===== src/rtl/alu_rr_sched.sv =====
// Round-robin scheduler that shares one shift/arithmetic unit between N_REQ requesters.
// Define ALU_RR_SCHED_FAST_SHIFT_EN to use a single-cycle barrel shifter instead of iterative shifts.
module alu_rr_sched #(
    parameter int N_REQ = 4,
    parameter int WIDTH = 9
) (
    input  logic                     clk,
    input  logic                     rst_n,
    input  logic [N_REQ-1:0]         req,
    input  logic [3*N_REQ-1:0]       op,
    input  logic [WIDTH*N_REQ-1:0]   a,
    input  logic [WIDTH*N_REQ-1:0]   b,
    output logic [N_REQ-1:0]         gnt,
    output logic                     busy,
    output logic                     done,
    output logic [$clog2(N_REQ)-1:0] done_id,
    output logic [WIDTH-1:0]         result
);

    localparam int ID_W  = $clog2(N_REQ);
    localparam int CNT_W = $clog2(WIDTH + 1);
    localparam logic [WIDTH:0]   S_MAX   = (WIDTH + 1)'(WIDTH);
    localparam logic [CNT_W-1:0] CNT_ONE = CNT_W'(1);

    typedef enum logic [1:0] {IDLE, EXEC, DONE} state_t;

    typedef enum logic [2:0] {
        OP_ADD  = 3'b000,
        OP_SUB  = 3'b001,
        OP_SHL  = 3'b010,
        OP_SHR  = 3'b011,
        OP_ASHL = 3'b100,
        OP_ASHR = 3'b101,
        OP_OR   = 3'b110,
        OP_XOR  = 3'b111
    } op_t;

    function automatic logic is_shift(input op_t o);
        return o inside {OP_SHL, OP_SHR, OP_ASHL, OP_ASHR};
    endfunction

    // Any shift amount of WIDTH or more behaves like a shift by exactly WIDTH.
    function automatic logic [CNT_W-1:0] sat_amt(input logic [WIDTH-1:0] v);
        if ({1'b0, v} >= S_MAX) return CNT_W'(WIDTH);
        return CNT_W'(v);
    endfunction

    function automatic logic [WIDTH-1:0] alu_eval(input op_t o, input logic [WIDTH-1:0] x,
                                                  input logic [WIDTH-1:0] y,
                                                  input logic [CNT_W-1:0] s);
        case (o)
            OP_ADD:          return x + y;
            OP_SUB:          return x - y;
            OP_SHL, OP_ASHL: return x << s;
            OP_SHR:          return x >> s;
            OP_ASHR:         return $unsigned($signed(x) >>> s);
            OP_OR:           return x | y;
            OP_XOR:          return x ^ y;
            default:         return '0;
        endcase
    endfunction

    function automatic logic [WIDTH-1:0] shift_step(input op_t o, input logic [WIDTH-1:0] x);
        case (o)
            OP_SHL, OP_ASHL: return {x[WIDTH-2:0], 1'b0};
            OP_SHR:          return {1'b0, x[WIDTH-1:1]};
            OP_ASHR:         return {x[WIDTH-1], x[WIDTH-1:1]};
            default:         return x;
        endcase
    endfunction

    state_t            state_q, state_n;
    logic [N_REQ-1:0]  gnt_q, gnt_n;
    logic              done_q, done_n;
    logic [ID_W-1:0]   done_id_q, done_id_n;
    logic [WIDTH-1:0]  result_q, result_n;
    logic [ID_W-1:0]   ptr_q, ptr_n;
    op_t               op_q, op_n;
    logic [WIDTH-1:0]  work_q, work_n;
    logic [WIDTH-1:0]  b_q, b_n;
`ifndef ALU_RR_SCHED_FAST_SHIFT_EN
    logic [CNT_W-1:0]  cnt_q, cnt_n;
`endif

    logic              win_found;
    logic [ID_W-1:0]   win_idx;
    op_t               sel_op;
    logic [WIDTH-1:0]  sel_a, sel_b;

    // Search upward from ptr+1 with wrap, so the last winner has lowest priority.
    always_comb begin
        int idx;
        // NOTE: every combinational output gets a default first so no path infers a latch.
        idx       = 0;
        win_found = 1'b0;
        win_idx   = '0;
        for (int k = 1; k <= N_REQ; k++) begin
            idx = int'(ptr_q) + k;
            if (idx >= N_REQ) idx = idx - N_REQ;
            if (!win_found && req[idx]) begin
                win_found = 1'b1;
                win_idx   = ID_W'(idx);
            end
        end
        sel_op = op_t'(op[3*int'(win_idx) +: 3]);
        sel_a  = a[WIDTH*int'(win_idx) +: WIDTH];
        sel_b  = b[WIDTH*int'(win_idx) +: WIDTH];
    end

    always_comb begin
        state_n   = state_q;
        gnt_n     = '0;
        done_n    = 1'b0;
        done_id_n = done_id_q;
        result_n  = result_q;
        ptr_n     = ptr_q;
        op_n      = op_q;
        work_n    = work_q;
        b_n       = b_q;
`ifndef ALU_RR_SCHED_FAST_SHIFT_EN
        cnt_n     = cnt_q;
`endif
        unique case (state_q)
            IDLE: begin
                if (win_found) begin
                    gnt_n   = N_REQ'(1) << win_idx;
                    ptr_n   = win_idx;
                    op_n    = sel_op;
                    work_n  = sel_a;
                    b_n     = sel_b;
`ifndef ALU_RR_SCHED_FAST_SHIFT_EN
                    cnt_n   = sat_amt(sel_b);
`endif
                    state_n = EXEC;
                end
            end
            EXEC: begin
`ifdef ALU_RR_SCHED_FAST_SHIFT_EN
                work_n  = alu_eval(op_q, work_q, b_q, sat_amt(b_q));
                state_n = DONE;
`else
                if (!is_shift(op_q)) begin
                    work_n  = alu_eval(op_q, work_q, b_q, '0);
                    state_n = DONE;
                end else if (cnt_q > CNT_ONE) begin
                    work_n = shift_step(op_q, work_q);
                    cnt_n  = cnt_q - CNT_ONE;
                end else begin
                    // cnt==0 finishes without touching the operand.
                    if (cnt_q == CNT_ONE) work_n = shift_step(op_q, work_q);
                    state_n = DONE;
                end
`endif
            end
            DONE: begin
                done_n    = 1'b1;
                result_n  = work_q;
                done_id_n = ptr_q;
                state_n   = IDLE;
            end
            default: state_n = IDLE;
        endcase
    end

    // NOTE: sequential state uses non-blocking assignments so every register samples pre-edge values.
    always_ff @(posedge clk or negedge rst_n) begin
        if (!rst_n) begin
            state_q   <= IDLE;
            gnt_q     <= '0;
            done_q    <= 1'b0;
            done_id_q <= '0;
            result_q  <= '0;
            ptr_q     <= ID_W'(N_REQ - 1);
            op_q      <= OP_ADD;
            work_q    <= '0;
            b_q       <= '0;
`ifndef ALU_RR_SCHED_FAST_SHIFT_EN
            cnt_q     <= '0;
`endif
        end else begin
            state_q   <= state_n;
            gnt_q     <= gnt_n;
            done_q    <= done_n;
            done_id_q <= done_id_n;
            result_q  <= result_n;
            ptr_q     <= ptr_n;
            op_q      <= op_n;
            work_q    <= work_n;
            b_q       <= b_n;
`ifndef ALU_RR_SCHED_FAST_SHIFT_EN
            cnt_q     <= cnt_n;
`endif
        end
    end

    assign gnt     = gnt_q;
    assign busy    = (state_q != IDLE);
    assign done    = done_q;
    assign done_id = done_id_q;
    assign result  = result_q;

endmodule


===== config.mk =====
export PLATFORM = sky130hd
export DESIGN_NAME = alu_rr_sched
export DESIGN_NICKNAME = d
export VERILOG_FILES = /design/src/rtl/alu_rr_sched.sv
export SDC_FILE = /design/constraint.sdc
export NUM_CORES = 1
export LEC_CHECK = 0
export CORE_ASPECT_RATIO = 2
export CORE_UTILIZATION = 40
export DETAILED_ROUTE_END_ITERATION = 10
export PLACE_DENSITY = 0.68
export SKIP_CTS_REPAIR_TIMING = 1
export SYNTH_ARGS = -nofsm -noshare
export SYNTH_HDL_FRONTEND = slang
export SYNTH_SLANG_ARGS = --single-unit

===== constraint.sdc =====
create_clock -name clk -period 3.8 [get_ports clk]
set_clock_uncertainty 0.2 [all_clocks]
set_input_delay 0.57 -clock clk [delete_from_list [all_inputs] [get_ports clk]]
set_output_delay 0.57 -clock clk [all_outputs]
set_load 0.02 [all_outputs]

# After elaboration in Yosys (flattened, before gate mapping)
# Index checks and enable logic that the tools add are counted.
[word_totals] register_bits=45 input_bits=90 output_inout_bits=17 wordCells=119
[op_classes] n_addsub=11 n_mul=2 n_lt_le_gt_ge=10 eq_ne=16 n_shift=4 muxes=47 bitwise_logic=2 n_reduce_logical=17
[op_table] operator="less-than comparator 32 x 4 -> 1 bit, second input constant" n=4
[op_table] operator="two-way mux 32 bit" n=4
[op_table] operator="two-way mux 9 bit" n=4
[op_table] operator="one-hot mux 9 bit (4 select lines)" n=1
[op_table] operator="variable part select 36 x 32 -> 9 bit" n=1
[op_table] operator="variable part select 36 x 7 -> 9 bit" n=1
[op_table] operator="two-way mux 4 bit" n=7
[op_table] operator="one-hot mux 9 bit (3 select lines)" n=1
[op_table] operator="one-hot mux 9 bit (2 select lines)" n=1
[op_table] operator="two-way mux 1 bit" n=16
[op_table] operator="two-way mux 2 bit" n=7
[op_table] operator="== test 3 bit, second input constant" n=4
[op_table] operator="variable part select 12 x 5 -> 3 bit" n=1
[op_table] operator="subtractor 3 x 3 -> 4 bit, second input constant" n=3
[op_table] operator="adder 9 bit" n=1
[op_table] operator=">= comparator 3 bit, second input constant" n=3
[op_table] operator=">= comparator 9 x 4 -> 1 bit, second input constant" n=1
[op_table] operator="OR 9 bit" n=1
[op_table] operator="subtractor 9 bit" n=1
[op_table] operator="bitwise XOR 9 bit" n=1
[op_table] operator="binary-select mux 1 bit (select 2 bit)" n=4
[op_table] operator="one-hot mux 4 bit (2 select lines)" n=1
[op_table] operator="AND reduction 4 bit" n=2
[op_table] operator="adder 2 x 2 -> 3 bit, second input constant" n=2
[op_table] operator="other kinds (27)" n=37

# Logic depth before layout (Yosys ltp)
# Gate-level depths: netlist of run 1.
[logic_depth] word_depth=25 ltp_mapped=12 ltp_nobuf=12

# Worst setup path before layout of run 1
# OpenSTA, ideal clock, no wires.
[synth_path] kind="flip-flop to flip-flop" startpoint="register op_q[2]" endpoint="register work_q[7]" setup_ns=0.140 arrival_ns=2.679 required_time_ns=3.460 slack_ns=0.781 path_stages_with_launch=12 n_path_buf=1 period_less_slack_ns=3.019 cell_sequence="dfrtp_1 -> buf_2 -> nor3b_2 -> mux2i_1 -> ha_1 -> nor2b_1 -> o21a_1 -> o21a_1 -> o311a_1 -> xor2_1 -> nor4_1 -> o31ai_1"
[synth_between] elab_chain_cells=7 word_cells_on_any_way=20 classes_between="eq/ne: 9; mux: 6; reduce/logical: 5"
[synth_rtl] element="start, declared" line_no="78" rtl="op_t op_q, op_n;"
[synth_rtl] element="start signal, assigned" line_no="187" rtl="op_q <= op_n;"
[synth_rtl] element="== test 3 x 2 -> 1 bit or == test 3 bit (tied branches)" line_no="39, 51, 64"
[synth_rtl] element="OR reduction 2 bit"
[synth_rtl] element="one-hot mux 9 bit (3 select lines)" line_no="64" rtl="case (o)"
[synth_rtl] element="two-way mux 9 bit" line_no="150" rtl="if (cnt_q == CNT_ONE) work_n = shift_step(op_q, work_q);"
[synth_rtl] element="two-way mux 9 bit" line_no="145" rtl="end else if (cnt_q > CNT_ONE) begin"
[synth_rtl] element="two-way mux 9 bit" line_no="142" rtl="if (!is_shift(op_q)) begin"
[synth_rtl] element="one-hot mux 9 bit (2 select lines)" line_no="123" rtl="unique case (state_q)"
[synth_rtl] element="end signal, assigned" line_no="188" rtl="work_q <= work_n;"
[synth_rtl] element="end, declared" line_no="79" rtl="logic [WIDTH-1:0] work_q, work_n;"
# Several ways; a longest one is shown, not always the timed one. The select of a mux whose other input is x is not followed.
# A chain may end at the register's enable or synchronous reset.

# Final worst setup path of run 1
[layout_path] startpoint="input req[3]" endpoint="register cnt_q[3]"
[layout_between] elab_chain_cells=22 word_cells_on_any_way=37 classes_between="mul: 1; order compare: 1; eq/ne: 1; shift: 1; mux: 26; reduce/logical: 7"
[layout_rtl] element="start, declared" line_no="9" rtl="input logic [N_REQ-1:0] req,"
[layout_rtl] element="binary-select mux 1 bit (select 2 bit)" line_no="100" rtl="if (!win_found && req[idx]) begin"
[layout_rtl] element="two-way mux 1 bit (not written as such) (2 in a row)" line_no="100"
[layout_rtl] element="two-way mux 1 bit" line_no="100"
[layout_rtl] element="logical NOT 1 bit" line_no="100"
[layout_rtl] element="logical AND 1 bit" line_no="100"
[layout_rtl] element="two-way mux 1 bit" line_no="100"
[layout_rtl] element="logical NOT 1 bit" line_no="100"
[layout_rtl] element="logical AND 1 bit" line_no="100"
[layout_rtl] element="[... 5 more ...]"
[layout_rtl] element="variable part select 36 x 7 -> 9 bit" line_no="107" rtl="sel_b = b[WIDTH*int'(win_idx) +: WIDTH];"
[layout_rtl] element=">= comparator 9 x 4 -> 1 bit" line_no="44" rtl="if ({1'b0, v} >= S_MAX) return CNT_W'(WIDTH);"
[layout_rtl] element="two-way mux 1 bit" line_no="44"
[layout_rtl] element="two-way mux 1 bit" line_no="125" rtl="if (win_found) begin"
[layout_rtl] element="two-way mux 1 bit" line_no="123"
[layout_rtl] element="two-way mux 4 bit" line_no="45" rtl="return CNT_W'(v);"
[layout_rtl] element="two-way mux 4 bit" line_no="125"
[layout_rtl] element="one-hot mux 4 bit (2 select lines)" line_no="123"
[layout_rtl] element="end signal, assigned" line_no="191" rtl="cnt_q <= cnt_n;"
[layout_rtl] element="end, declared" line_no="82" rtl="logic [CNT_W-1:0] cnt_q, cnt_n;"
# Several ways; a longest one is shown, not always the timed one. The select of a mux whose other input is x is not followed.

==> impl_results.md, run 1 <==
* Post-Syn Area per Cell at around 7.7 sq um
* Die width at 69.79 um
* Peak supply drop at approximately 0.47 mV
* Tightest Pin Transition at between 0.7 and 0.8 ns
* Tcrit/Tclk final at 82.36%
* Asr flop ratio synth at 100.0%
* CTS Buf Count at 5
* Yosys cell types at 58
* Vias per inst at 5.622
* Max-slew violation count at 0
* DRC viols at 0
* Worst EP required at about 3.8 ns
* Synth Area in Compound Gates at a little over a fifth
* Ys flop type: dfrtp_1
* Sequential power share at between 10% and 20%
* Post-synth EDFFs at 0
* Site Rows at 49
* Total core area at 8951 sq um
* Critical path fanouts, max at 30
* Post-Synth Simple-Gate Area at 23.32%
* Worst slew margin at about half
* Pre-antenna DRT Iters at 5
* Internal power at 2579 uW
* XOR/XNOR share of the synthesized area at under 10%
* Worst Path Arrival at 3.11 ns
* Non-Filler Instances at 675
* Synthesized flop and latch total at between 40 and 50
* Worst-skew pair later-pin latency at 0.29 ns
* Post-Synth Adder-Cell Area at 7.692%
* CTS root buffer: clkbuf_16
* Total negative slack at 0 ns
* Yosys warnings at 0
* Clock Pin Slew Worst Setup and Hold Paths at 0.06 ns
* Post-detail-place hpwl at 10,230 um
* H-tree depth at 2
* Vias in the first global route at 3,819
* Final setup viols at 0
* Starting Density at 41.07%
* Leakage at around 0.0022 uW
* Mux share of post-synthesis cell area at just under 8%
* Die Ht at around 140 um
* Status: finished clean
* Clk sinks at 45
* Share of cells above drive strength 1 at 6.632%
* Initial antenna violation count at 0
* Total gr overflow at 0
* Achievable Freq at between 300 and 400 MHz
* WL/cell at about 19 um
* Vias at 3,795
* Nets at 684
* Hold Crit Class: in2async
* Final WL at 12,500 um
* Share of the synthesized area in the top cell type at 29.27%
* Clock power share at 11.3%
* Die area at about 9600 sq um
* Power Dens Cells at 1009 nW/um^2
* R2r setup slk at around 0.70 ns
* Net Sw Frac at between 40% and 50%
* Largest net degree at the start of global routing at 39
* CP Class: in2reg
* Unrepaired setup endpoints after global routing: no
* Io pins at 107
* Longest Clk Path Bufs at 2
* I/O Buffers at 106
* DR iter-0 viols at 239
* Yosys top cell by area: dfrtp_1
* Placed insts at 667
* Final min period at 3.130 ns
* ANT cells at 0
* Area growth syn-to-layout at 36.96%
* Largest family of logic cells by synthesized area: simple AND/OR/NAND/NOR gates
* Worst setup EP type: register
* Nature of the critical path startpoint: input port
* Hold Vio Cnt, Final at 0
* Global-route usage over all layers at a little over a quarter
* Antenna Nets Post-Route at 0
* Ranking of synthesized cells by area: dfrtp_1 29%, nand2_1 8.1%, ha_1 7.1%
* Share of total power in combinational logic at 69.1%
* Synthesized Nets at approximately 590
* Post-Syn Instances at 476
* Syn Std Cell Area at 3676 sq um
* Sequential fraction of the synthesis area at between 30% and 40%
* Psw at between 2000 and 3000 uW
* CTS tree: built
* First-pass GRT wire length at 19,510 um
* GP Congestion at 0.9995
* Max_cap viols at 0
## path summary, 6_finish.rpt
| path | from | end | cells after the start |
|---|---|---|---|
| min | rst_n | b_q[7] | 1 |
| min reg2reg | result[4] | result[4] | 2 |
| min in group clk | result[4] | result[4] | 2 |
| max in group asynchronous | rst_n | ptr_q[1] | 2 |
| max | req[3] | cnt_q[3] | 8 |
| max reg2reg | op_q[2] | work_q[7] | 10 |
## routing by layer
layer | up-vias | GRT usage [%] | part of all wire [%]
met5 | - | 0 | 0
met4 | 0 | 16.22 | 6.1
met3 | 43 | 3.219 | 3.8
met2 | 155 | 54.65 | 57
met1 | 1731 | 25.15 | 33
li1 | 1866 | - | -
## through the flow
| stage | hold slack, ns | instance area, sq um | setup slack, ns | utilization (%) | power [uW] |
|---|---|---|---|---|---|
| 3_5_place_dp | 0.2690 | 4841 | 0.3568 | 54.08 | 4477 |
| 4_1_cts | 0.1439 | 5035 | 0.6735 | 56.25 | 5073 |
| 5_1_grt | 0.1669 | 5035 | 0.5470 | 56.25 | 5489 |
| 3_3_place_gp | 0.2611 | 4841 | 0.4344 | 54.08 | 4429 |
| 6_report | 0.1133 | 5035 | 0.6702 | 56.25 | 5081 |
| 2_1_floorplan | 0.07441 | 3676 | 0.7807 | - | 3373 |
## cells in the mapped netlist (2+ instances only)
master	instances
o211ai_1	6
dfstp_2	2
nand2b_1	7
xor2_1	4
dfrtp_1	43
a311oi_1	2
a21oi_1	19
o21ai_1	2
mux2i_1	20
o21ai_0	41
nor3_1	5
a21o_1	3
and3_1	2
o21a_1	5
buf_4	2
o22ai_1	5
nand4_1	2
mux2_2	8
inv_1	27
nor2_1	51
nand3_1	26
a211oi_1	5
ha_1	21
xnor2_1	10
or2_2	2
nand2_1	79
buf_2	6
buf_1	3
clkbuf_1	16
a31oi_1	12
a22oi_1	2
nor2b_1	6
o311a_1	3
o31ai_1	5
## logic make-up (layout without fill, tap and decap cells)
group	Yosys count	count (layout)
xor gates and xnor gates	14	14
adders and majority gates	22	22
DFF	45	45
muxes	28	28
AOI/OAI and AO/OA	122	122
and+or+nand+nor	191	191
buffers and inverters	54	151
## power groups by stage
stage | clock network, uW | logic, uW | registers (uW)
final | 572 | 3510 | 999
after global routing | 608 | 3860 | 1020
after CTS | 584 | 3500 | 994
after detailed placement | 0 | 3470 | 1000
after global placement | 0 | 3430 | 994
after floorplan | 0 | 2390 | 981
## cells in the final DEF, fill, tap and decap left out, drive strengths merged, types with 2 or more instances in the layout
cell	Yosys	routed
clkdlybuf4s50	0	105
nand2	79	79
nor2	51	51
dfrtp	43	43
o21ai	43	43
inv	27	28
nand3	26	26
ha	21	21
mux2i	20	20
a21oi	20	20
a31oi	12	12
buf	11	11
xnor2	10	10
mux2	8	8
nand2b	7	7
nor2b	6	6
o211ai	6	6
a211oi	6	6
nor3	6	6
o21a	6	6
o22ai	5	5
o31ai	5	5
clkbuf	16	5
xor2	4	4
a21o	3	3
o311a	3	3
or2	3	3
and3	2	2
a311oi	2	2
nand4	2	2
a22oi	2	2
bufinv	0	2
dfstp	2	2
nor3b	2	2
or3	2	2
## final cells by class
cell class	count	area, sq um
Clock buffer	5	125.1
Inverter	27	101.3
Tap cell	102	127.6
Sequential cell	45	1129
Multi-Input combinational cell	377	2340
Clock inverter	3	68.82
Fill cell	833	3916
Timing Repair Buffer	116	1144
## state kept, by name, indices dropped and copies added (netlist names)
name and flops:
work_q 9, op_q 3, ptr_q 2, result 9, done 1, done_id 2
cnt_q 4, state_q 2, b_q 9, gnt 4
## critical path, cell delays in order
cell	delay (ns)
clkdlybuf4s50_1	0.48
nor2b_1	0.19
o21a_4	0.25
or3_4	0.53
o311a_1	0.36
a211oi_2	0.28
nand4_1	0.18
o221a_1	0.27
Note: power is estimated with default switching activity, not from simulation.
==> run 2: changes to the inputs <==
Settings changed: PLACE_DENSITY 0.68 to 0.71.
Clock period 3.8 ns to 2.8 ns, I/O delays scaled along.
==> run 2 against run 1 <==
  * The flow now finishes with violations (negative setup slack)
  * Critical path depth rose by 4
  * Worst hold slack gained 0.16 ns
  * Count of clock-buffer cells in the layout up 1
  * Sequential power rose by 31%
  * Wire length up 5.7%
  * Total power grew 56%
  * Global-route usage up 0.99 points
  * Cell count increased by 7.3%
  * Setup slack lost 0.84 ns
  * Sequential share of layout area decreased by 1.9 points
  * Utilization is 5.2 points higher
  * Critical path type is now reg2reg
==> impl_results.md, run 2 (synthesis results as in run 1) <==
* Status: finished, violations left
* Failing checks: negative setup slack
* Antenna Nets Post-Route at 0
* Die Ht at 137.6 um
* Critical register-to-register path endpoint: work_q[5]
* Worst hold start: result[0]
* Vias per inst at 5.635
* Post-detail-place hpwl at 10,750 um
* CP Launch Point: op_q[2]
* Crit-path max cell delay at around 0.42 ns
* Cells on worst reg2reg path at 12
* Global-route usage over all layers at 28.09%
* # fillers at about 770
* Commonest non-fill, non-tap cells in the layout: 105 x clkdlybuf4s50_1, 79 x nand2_1, 54 x buf_4
* Initial antenna violation count at 0
* Final setup viols at 3
* Total gr overflow at 0
* First-pass GRT wire length at 20,620 um
* Die area at approximately 9600 sq um
* Peak supply drop at 0.5558 mV
* Hold Vio Cnt, Final at 0
* Final min period at 2.967 ns
* H-tree depth at 2
* Worst setup EP type: register
* Most frequent cell on the critical path: o21a_1
* Die width at between 60 and 70 um
* Max_cap viols at 0
* Vias in the first global route at around 4,200
* Slowest CP cell: dfrtp_1
* Total core area at between 8000 and 9000 sq um
* Vias at approximately 4,100
* GP Congestion at 0.9926
* DR WL met3 at 574 um
* CP Class: reg2reg
* Met2 WL at approximately 7400 um
* ANT cells at 0
* Hold_ws at roughly 0.28 ns
* I/O Buffers at 106
* Endpoint, Worst Hold: result[0]
* Nature of the critical path startpoint: register
* Worst-skew pair later-pin latency at roughly 0.29 ns
* CTS Buf Count at 5
* Site Rows at slightly below 50
* Tightest Pin Transition at 0.6728 ns
* Most common cell after layout, fill and taps aside: clkdlybuf4s50_1
* Max-slew violation count at 0
* Worst slew margin at a little under three fifths
* FF-to-FF Start: op_q[2]
* Tcrit/Tclk final at 106.0%
* Final WL at 13,210 um
* Top Layer Used: met4
* Starting Density at 41.07%
* Worst EP required at 2.78 ns
* CTS tree: built
* Power Dens Cells at 1443 nW/um^2
* Unrepaired setup endpoints after global routing: yes
* Setup ws final at -0.1667 ns
* WL/cell at between 15 and 20 um
* Pre-antenna DRT Iters at 5
* R2r setup slk at -0.17 ns
* Longest Clk Path Bufs at 2
* CTS root buffer: clkbuf_16
* Io pins at 107
* Hold path cells at 2
* DR iter-0 viols at 258
* Area after DPL at about 5200 sq um
* Share of cells above drive strength 1 at ~15%
* Clock Pin Slew Worst Setup and Hold Paths at 0.07 ns
* Wl on met1 at 4158 um
* Leakage at 0.002446 uW
* Critical path fanouts, max at 3
* Largest net degree at the start of global routing at 26
* Nets at 733
* Achievable Freq at roughly 340 MHz
* Cell Chain, Critical Path: nor3b_4 > buf_6 > mux2i_4 > ha_1 > nor2b_1 > o21a_1 > o21a_1 > o21ai_1 > a211oi_1 > o41ai_1 > buf_4 > nand2_1
* Worst Path Arrival at 2.94 ns
* Area growth syn-to-layout at 49.59%
* Hold Crit Class: reg2reg
* Clk sinks at 45
* Non-Filler Cell Area, Final at 5499 sq um
* DRC viols at 0
run 2: how the worst max path moves through the flow:
stage | end | slack, ns
global placement | cnt_q[3] | -0.23
floorplan | work_q[7] | -0.05
finish | work_q[5] | -0.17
global route | work_q[5] | -0.42
CTS | work_q[8] | -0.21
detailed placement | cnt_q[3] | -0.26
run 2: per-stage QoR:
step	TNS (ns)	utilization, %	setup WS [ns]	instances	total power [uW]
2_1_floorplan	-0.05334	-	-0.05334	476	4623
3_3_place_gp	-1.153	57.97	-0.2280	712	6591
3_5_place_dp	-1.769	57.97	-0.2564	712	6697
4_1_cts	-0.7821	59.98	-0.2101	720	7458
5_1_grt	-1.091	61.43	-0.4150	724	8539
6_report	-0.3780	61.43	-0.1667	724	7935
run 2: area by class of cell:
type | instances | area (sq um) | area share [%]
clock buffers | 6 | 138.9 | 2.526
clock inverters | 2 | 41.29 | 0.7509
inverters | 27 | 101.3 | 1.843
multi-input cells | 377 | 2427 | 44.14
flip-flops and latches | 45 | 1129 | 20.52
well taps | 102 | 127.6 | 2.321
repair buffers | 165 | 1534 | 27.90
run 2: critical path, delay by kind of cell (launching register included):
family / cells / cell delay, ns
DFF: 1 / 0.42
AOI/OAI and AO/OA: 5 / 0.93
adders and majority gates: 1 / 0.25
muxes: 1 / 0.24
and+or+nand+nor: 3 / 0.49
buffers and inverters: 2 / 0.32
run 2: per-layer routing:
metal | up-vias | global-route usage [%]
met3 | 68 | 4.609
met2 | 194 | 55.66
met5 | - | 0
li1 | 1959 | -
met4 | 0 | 22.11
met1 | 1859 | 23.92
run 2: power breakdown:
part           switching, uW  leakage, uW  total (uW)  internal [uW]
logic                   3160      0.00181        5900           2730
clock network            279    0.0000890         731            453
registers                323     0.000551        1310            985
==> run 3: changes to the inputs <==
Settings changed: CAP_MARGIN from default to 20.
==> results of run 3 <==
No change in the layout: final DEF, timing and power equal those of run 2.
